<file path="config.mk">
export PLATFORM = sky130hd
export DESIGN_NAME = vpe_feature_arbiter
export DESIGN_NICKNAME = d
export VERILOG_FILES = /design/src/rtl/vpe_feature_arbiter.sv
export SDC_FILE = /design/constraint.sdc
export NUM_CORES = 2
export LEC_CHECK = 0
export ABC_AREA = 1
export CAP_MARGIN = 5
export CORE_AREA = 10 10 709 711
export CTS_CLUSTER_DIAMETER = 50
export DETAILED_ROUTE_END_ITERATION = 10
export DIE_AREA = 0 0 719 721
export MAX_ROUTING_LAYER = met4
export PLACE_DENSITY = 0.39
export SLEW_MARGIN = 10
export SYNTH_ARGS = -nofsm -noshare
export SYNTH_HDL_FRONTEND = slang
export SYNTH_SLANG_ARGS = --single-unit
</file>
<file path="constraint.sdc">
create_clock -name clk -period 52.8 [get_ports clk]
set_input_delay 10.56 -clock clk [delete_from_list [all_inputs] [get_ports clk]]
set_output_delay 10.56 -clock clk [all_outputs]
set_load 0.1 [all_outputs]
</file>
<file path="src/rtl/vpe_feature_arbiter.sv">
// Round-robin arbiter sharing one VPE inference kernel between NUM_REQ feature requesters.
// Handles the kernel fetch/result handshake, tags results with the requester ID, and recovers via a watchdog.
module vpe_feature_arbiter #(
  parameter int NUM_REQ = 4,
  parameter int DATA_W  = 256,
  parameter int TIMEOUT = 4096,
  parameter int ID_W    = $clog2(NUM_REQ)
) (
  input  logic                      clk,
  input  logic                      rst,
  input  logic [NUM_REQ-1:0]        req_valid,
  input  logic [NUM_REQ*DATA_W-1:0] req_data,
  output logic [NUM_REQ-1:0]        req_ready,
  input  logic                      k_fetch,
  output logic                      k_feature_valid,
  output logic [DATA_W-1:0]         k_feature,
  input  logic                      k_result_valid,
  input  logic [DATA_W-1:0]         k_result,
  output logic                      res_valid,
  input  logic                      res_ready,
  output logic [DATA_W-1:0]         res_data,
  output logic [ID_W-1:0]           res_id,
  output logic                      busy,
  output logic                      timeout_err,
  output logic [7:0]                err_count
);
  localparam int WD_W = $clog2(TIMEOUT) + 1;

  typedef enum logic [1:0] {
    S_IDLE = 2'd0,
    S_LOAD = 2'd1,
    S_RUN  = 2'd2,
    S_RESP = 2'd3
  } state_e;

  state_e              state_q, state_d;
  logic [ID_W-1:0]     rr_ptr_q, rr_ptr_d;
  logic [ID_W-1:0]     cur_id_q, cur_id_d;
  logic [ID_W-1:0]     res_id_q, res_id_d;
  logic [DATA_W-1:0]   feat_buf_q, feat_buf_d;
  logic [DATA_W-1:0]   k_feature_q, k_feature_d;
  logic [DATA_W-1:0]   res_data_q, res_data_d;
  logic                k_feature_valid_q, k_feature_valid_d;
  logic                res_valid_q, res_valid_d;
  logic                timeout_err_q, timeout_err_d;
  logic [7:0]          err_count_q, err_count_d;
  logic [WD_W-1:0]     wd_q, wd_d;

  logic [NUM_REQ-1:0]  grant_s;
  logic [ID_W-1:0]     grant_id_s;
  logic                grant_any_s;
  logic [DATA_W-1:0]   grant_data_s;
  logic [ID_W:0]       cand_sum_s;
  logic [ID_W-1:0]     cand_id_s;
  logic [ID_W:0]       next_sum_s;
  logic [ID_W-1:0]     next_ptr_s;

  function automatic logic [7:0] sat_inc(input logic [7:0] v);
    if (v == 8'hFF) begin
      return v;
    end else begin
      return v + 8'd1;
    end
  endfunction

  // Round-robin search starting at rr_ptr_q; first valid requester wins.
  always_comb begin
    grant_s      = '0;
    grant_id_s   = '0;
    grant_any_s  = 1'b0;
    grant_data_s = '0;
    cand_sum_s   = '0;
    cand_id_s    = '0;
    for (int k = 0; k < NUM_REQ; k++) begin
      cand_sum_s = {1'b0, rr_ptr_q} + (ID_W+1)'(k);
      if (cand_sum_s >= (ID_W+1)'(NUM_REQ)) begin
        cand_sum_s = cand_sum_s - (ID_W+1)'(NUM_REQ);
      end else begin
        cand_sum_s = cand_sum_s;
      end
      cand_id_s = cand_sum_s[ID_W-1:0];
      if (!grant_any_s && req_valid[cand_id_s]) begin
        grant_any_s          = 1'b1;
        grant_id_s           = cand_id_s;
        grant_s[cand_id_s]   = 1'b1;
        grant_data_s         = req_data[int'(cand_id_s)*DATA_W +: DATA_W];
      end else begin
        grant_any_s = grant_any_s;
      end
    end
    next_sum_s = {1'b0, grant_id_s} + {{ID_W{1'b0}}, 1'b1};
    if (next_sum_s >= (ID_W+1)'(NUM_REQ)) begin
      next_ptr_s = '0;
    end else begin
      next_ptr_s = next_sum_s[ID_W-1:0];
    end
  end

  // Next-state and registered-output logic for the IDLE/LOAD/RUN/RESP sequence.
  always_comb begin
    state_d           = state_q;
    rr_ptr_d          = rr_ptr_q;
    cur_id_d          = cur_id_q;
    res_id_d          = res_id_q;
    feat_buf_d        = feat_buf_q;
    k_feature_d       = k_feature_q;
    res_data_d        = res_data_q;
    k_feature_valid_d = 1'b0;
    res_valid_d       = res_valid_q;
    timeout_err_d     = 1'b0;
    err_count_d       = err_count_q;
    wd_d              = wd_q;
    case (state_q)
      S_IDLE: begin
        if (grant_any_s) begin
          feat_buf_d = grant_data_s;
          cur_id_d   = grant_id_s;
          rr_ptr_d   = next_ptr_s;
          state_d    = S_LOAD;
        end else begin
          state_d = S_IDLE;
        end
      end
      S_LOAD: begin
        if (k_fetch) begin
          k_feature_valid_d = 1'b1;
          k_feature_d       = feat_buf_q;
          wd_d              = '0;
          state_d           = S_RUN;
        end else begin
          state_d = S_LOAD;
        end
      end
      S_RUN: begin
        wd_d = wd_q + {{(WD_W-1){1'b0}}, 1'b1};
        // A result arriving on the expiry cycle takes priority over the timeout.
        if (k_result_valid) begin
          res_data_d  = k_result;
          res_id_d    = cur_id_q;
          res_valid_d = 1'b1;
          state_d     = S_RESP;
        end else if (wd_q == WD_W'(TIMEOUT - 1)) begin
          timeout_err_d = 1'b1;
          err_count_d   = sat_inc(err_count_q);
          state_d       = S_IDLE;
        end else begin
          state_d = S_RUN;
        end
      end
      S_RESP: begin
        if (res_ready) begin
          res_valid_d = 1'b0;
          state_d     = S_IDLE;
        end else begin
          state_d = S_RESP;
        end
      end
      default: begin
        state_d = S_IDLE;
      end
    endcase
    if (k_result_valid && (state_q != S_RUN)) begin
      err_count_d = sat_inc(err_count_q);
    end else begin
      err_count_d = err_count_d;
    end
  end

  // State and output registers.
  always_ff @(posedge clk or posedge rst) begin
    if (rst) begin
      state_q           <= S_IDLE;
      rr_ptr_q          <= '0;
      cur_id_q          <= '0;
      res_id_q          <= '0;
      feat_buf_q        <= '0;
      k_feature_q       <= '0;
      res_data_q        <= '0;
      k_feature_valid_q <= 1'b0;
      res_valid_q       <= 1'b0;
      timeout_err_q     <= 1'b0;
      err_count_q       <= 8'd0;
      wd_q              <= '0;
    end else begin
      state_q           <= state_d;
      rr_ptr_q          <= rr_ptr_d;
      cur_id_q          <= cur_id_d;
      res_id_q          <= res_id_d;
      feat_buf_q        <= feat_buf_d;
      k_feature_q       <= k_feature_d;
      res_data_q        <= res_data_d;
      k_feature_valid_q <= k_feature_valid_d;
      res_valid_q       <= res_valid_d;
      timeout_err_q     <= timeout_err_d;
      err_count_q       <= err_count_d;
      wd_q              <= wd_d;
    end
  end

  // The grant strobe is gated by rst so it reads 0 while reset is held.
  assign req_ready       = (state_q == S_IDLE && !rst) ? grant_s : '0;
  assign busy            = (state_q != S_IDLE);
  assign k_feature_valid = k_feature_valid_q;
  assign k_feature       = k_feature_q;
  assign res_valid       = res_valid_q;
  assign res_data        = res_data_q;
  assign res_id          = res_id_q;
  assign timeout_err     = timeout_err_q;
  assign err_count       = err_count_q;

endmodule

</file>
* Yosys cells after proc, flatten, opt, wreduce, memory -nomap -nowiden
Index checks and enable logic that the tools add are counted. W data, S select, Z words.
Storage, ports and cells: logic and storage cells 136, register bits after elaboration 800, output and inout port bits 530, input bits 1289
Cells by class: multiplexer cells 59, reductions and logical operators 25, add/subtract/negate cells 10, order comparisons 13, eq/ne operators 10, shift-type cells 4, bitwise logic cells 3
Operator list (number):
- $shiftx A1024 B11 Y256 | 4
- $mux W256 | 4
- $mux W8 | 5
- $mux W2 | 13
- $pmux W13 S2 | 1
- $mux W1 | 20
- $mux W4 | 5
- $add A13 B1 Y13 const B | 1
- $eq A13 B12 Y1 const B | 1
- $mux W13 | 1
- $ge A3 B3 Y1 const B | 4
- $lt A2 B3 Y1 const B | 4
- $or A4 B4 Y4 | 3
- $reduce_bool A2 Y1 | 5
- $logic_and A1 B1 Y1 | 9
- $add A8 B1 Y8 const B | 1
- $bmux W1 S2 | 4
- $demux W1 S2 | 4
- $eq A8 B8 Y1 const B | 1
- $ge A2 B1 Y1 const B | 4
- $ne A2 B2 Y1 const B | 4
- $pmux W2 S4 | 1
- $reduce_and A2 Y1 | 4
- $sub A2 B1 Y2 const B | 4
- 10 further kinds | 17

* Logic depth before layout (Yosys ltp)
depth in word-level cells 17, depth in mapped cells 18

* Worst setup path before layout
OpenSTA, ideal clock, no wires.
path kind input port to output port, from input req_valid[1], to output req_ready[0], data required time 42.240 ns, path slack 29.969 ns, arrival time 12.271 ns, stages on the path 11, cell sequence inv_1 nand2_1 nand3_1 nand2_4 nor2_8 nand3_2 buf_2 buf_2 nor2_1 o21ai_1 inv_1
On the way: longest elaborated chain between the ends 13, elaborated cells between the ends (all ways) 25, those cells by class mux (16); bitwise (3); reduce/logical (6)
RTL lines:
- start: declaration | line 11 | input logic [NUM_REQ-1:0] req_valid,
- $bmux W1 S2 | line 82 | if (!grant_any_s && req_valid[cand_id_s]) begin
- $mux W1 (implied by the code) | line 82
- $mux W1 | line 82
- $logic_not A1 Y1 | line 82
- $logic_and A1 B1 Y1 | line 82
- $mux W1 | line 82
- $logic_not A1 Y1 | line 82
- $logic_and A1 B1 Y1 | line 82
- $mux W1 | line 82
- $logic_not A1 Y1 | line 82
- $logic_and A1 B1 Y1 | line 82
- $mux W4 (*) | line 82
- $mux W4 (*) | line 201 | assign req_ready = (state_q == S_IDLE && !rst) ? grant_s : '0;
- end: declaration | line 13 | output logic [NUM_REQ-1:0] req_ready,
Every way passes the cells marked *; elsewhere a longest branch is shown, timed or not. The select of a mux whose other input is x is not followed.

* Worst setup path after layout
from input req_valid[1], to output req_ready[2]
Same word-level chain as after synthesis.

==> run_results.csv <==
group,metric,value,unit
final_layout,nets,12390,
min_path,whs_endpoint,"k_feature[233]",
yosys,seq_area_frac_synth,33.26,%
min_path,hold_start,"feat_buf_q[233]",
yosys,yosysWarnings,0,
yosys,synth-main-ff-cell,"dfrtp_1",
worst_setup_path,r2r-end,"feat_buf_q[131]",
timing,slew_viol_final,0,
timing,setup_tns,0,ns
timing,hold_viol,0,
final_layout,layout_commonest_cell,"nand2_1",
timing,setup_viol,0,
pwr,power_density,83.06,nW/um^2
placement,hpwl,378.5,mm
min_path,hp-class,"reg2reg",
yosys,ys_async_sr_fraction,100.0,%
drt,drc,0,
cts,clk_latency,0.89,ns
yosys,syn_area,60190,um^2
placement,io_buffers,1818,
cts,root_buffer,"clkbuf_16",
cts,cts_setup_buffers,0,
timing,hold_ws,0.3945,ns
final_layout,multi_input_area,34070,um^2
final_layout,synthToLayoutAreaGrowth,51.77,%
worst_setup_path,worstPathArrival,14.78,ns
global_routing,grt.total_usage,18.12,%
cts,clock-sinks,800,
status,outcome,"complete, no violations",
pwr,power_leakage,43.54,nW
drt,dr_wl_met3,29.05,mm
global_routing,antenna_found_initial,341,
global_routing,overflow,0,
floorplan,fp.coreArea,488400,um^2
final_layout,drive_above_1_share,5.435,%
drt,via_count,71620,
cts,cts_tree,"yes",
drt,drt_pass1_iterations,6,
yosys,synthDistinctLibCells,35,
global_routing,grt_pass1_wl,632.1,mm
final_layout,mostFrequentLayoutCells,"nand2_1 (3139), clkdlybuf4s50_1 (1653), o21ai_0 (1360)",
drt,wl_met1,170.9,mm
floorplan,die_h,721,um
timing,fin_crit,25.34,ns
worst_setup_path,reg2reg_depth,13,
yosys,synth_seq_cells,800,
drt,wl,481.3,mm
final_layout,seq_area,20030,um^2
final_layout,fillCellCount,55910,
timing,period_share,48.00,%
worst_setup_path,crit_fanout,65,
floorplan,die_area,518400,um^2
pwr,peakVddDrop,0.00006078,V
global_routing,grt_pass1_vias,67180,
min_path,whs_path_depth,2,
floorplan,io_pins,1819,
worst_setup_path,rrSetupSlack,44.95,ns
final_layout,final_util,18.70,%
floorplan,die_x,719,um
yosys,synthCells,9693,
timing,rsz0062_at_grt,"no",
yosys,syn-num-nets,10990,
timing,fin_worst_skew,0.09841,ns
yosys,avgSynthCellArea,6.210,um^2
worst_setup_path,worstSetupEndpointType,"output port",
worst_setup_path,startpoint_type,"input pin",
cts,path_clk_slew,0.05,ns
timing,fin_ws,27.46,ns
worst_setup_path,critPathKind,"in2out",
timing,worst_pin_slew,1.194,ns
cts,htree_levels,4,
worst_setup_path,required,42.24,ns
cts,cts_buffers,184,
floorplan,start_util,12.32,%
yosys,synth_edf_count,0,
placement,gp_congestion,0.9519,
drt,dr.max_layer_used,"met4",
floorplan,rows,257,
cts,cts_resized,0,
timing,slew_headroom,20.18,%
job,maxCapViolations,0,
timing,max_freq,0.03946,GHz
drt,avgViaCountPerCell,3.974,
drt,ant_nets,0,
drt,route.met2.wl,244.7,mm
global_routing,grt_max_degree,201,
cts,clock_path_buffers,4,
cts,cts_hold_buf,0,
placement,place_worst_setup_slack,27.40,ns
drt,routedWlPerCell,26.71,um
drt,drt_iter0_drc,5475,
==> stage by stage <==
| stage | total power, mW | cells | instance area (um^2) |
|---|---|---|---|
| floorplan | 4.673 | 9693 | 60190 |
| global placement | 6.365 | 17380 | 84000 |
| detailed placement | 6.383 | 17380 | 84000 |
| CTS | 7.684 | 17720 | 90590 |
| global route | 8.060 | 18000 | 91300 |
| finish | 7.588 | 18020 | 91350 |
==> flip-flops by register name, indices dropped and copies added (netlist names), named ones only <==
name             flops
res_id               2
cur_id_q             2
rr_ptr_q             1
res_data           256
timeout_err          1
k_feature          256
err_count            8
wd_q                13
feat_buf_q         256
res_valid            1
k_feature_valid      1
state_q              2
==> worst max-delay path, cell delays in order <==
cell and delay [ns]:
clkdlybuf4s50_1 0.43, inv_1 0.08, nand2_1 0.06, nand3_1 0.26
nand2_8 0.41, nor2_8 0.67, nand3_4 0.62, nor2_1 0.26
o21ai_1 0.14, inv_1 0.12, clkdlybuf4s50_1 1.14
==> metal layers <==
metal	GRT usage (%)	vias up
met1	17.86	34190
li1	-	34030
met4	11.92	0
met3	4.397	846
met2	31.81	2549
met5	-	-
==> logic make-up (layout without fill, tap and decap cells) <==
logic type / Yosys count / count (layout) / synth area share [%]
and+or+nand+nor: 5007 / 5007 / 32.47
AOI/OAI and AO/OA: 1831 / 1831 / 15.26
buffers and inverters: 1528 / 3076 / 10.22
DFF: 800 / 800 / 33.26
muxes: 513 / 513 / 8.533
adders and majority gates: 8 / 8 / 0.1663
xor gates and xnor gates: 6 / 6 / 0.08732
other: 0 / 306 / 0
==> where the power goes <==
group	internal [mW]	switching [mW]
logic	1.28	3.95
clock network	0.821	0.435
registers	0.912	0.191
==> worst max path at each step <==
stage | slack [ns] | end | from
floorplan | 19.77 | asynchronous set/reset pin | rst
global placement | 27.31 | req_ready[0] | req_valid[1]
detailed placement | 27.40 | req_ready[0] | req_valid[1]
CTS | 27.38 | req_ready[0] | req_valid[1]
global route | 27.27 | req_ready[2] | req_valid[0]
finish | 27.46 | req_ready[2] | req_valid[1]
==> synth_stat cells (2+ instances only) <==
cell type     n  area [um^2]
o21ai_0    1360         6807
nor3_1        3        15.01
mux2i_1     512         5125
inv_1       813         3052
nand3_1     545         2728
a21oi_1       7        35.03
nand2_1    3139        11780
nand4_1       4        25.02
clkbuf_1    427         1603
buf_1        44        165.2
nand3_2       2        20.02
buf_4        16        120.1
dfrtp_1     800        20020
o22ai_1       2        12.51
buf_6        13        146.4
nor2_1     1306         4902
xor2_1        3        26.28
buf_2       208         1041
o21ai_1     457         2287
nand2_2       2        12.51
xnor2_1       3        26.28
ha_1          8        100.1
inv_2         7        26.28
==> cell type report <==
class	instances	share of cell area, %
flip-flops and latches	800	21.92
diodes	306	0.8382
clock inverters	110	1.749
repair buffers	1922	20.42
inverters	820	3.435
multi-input cells	7365	37.30
clock buffers	224	5.468
well taps	6475	8.868
(Power assumes the default switching activity.)
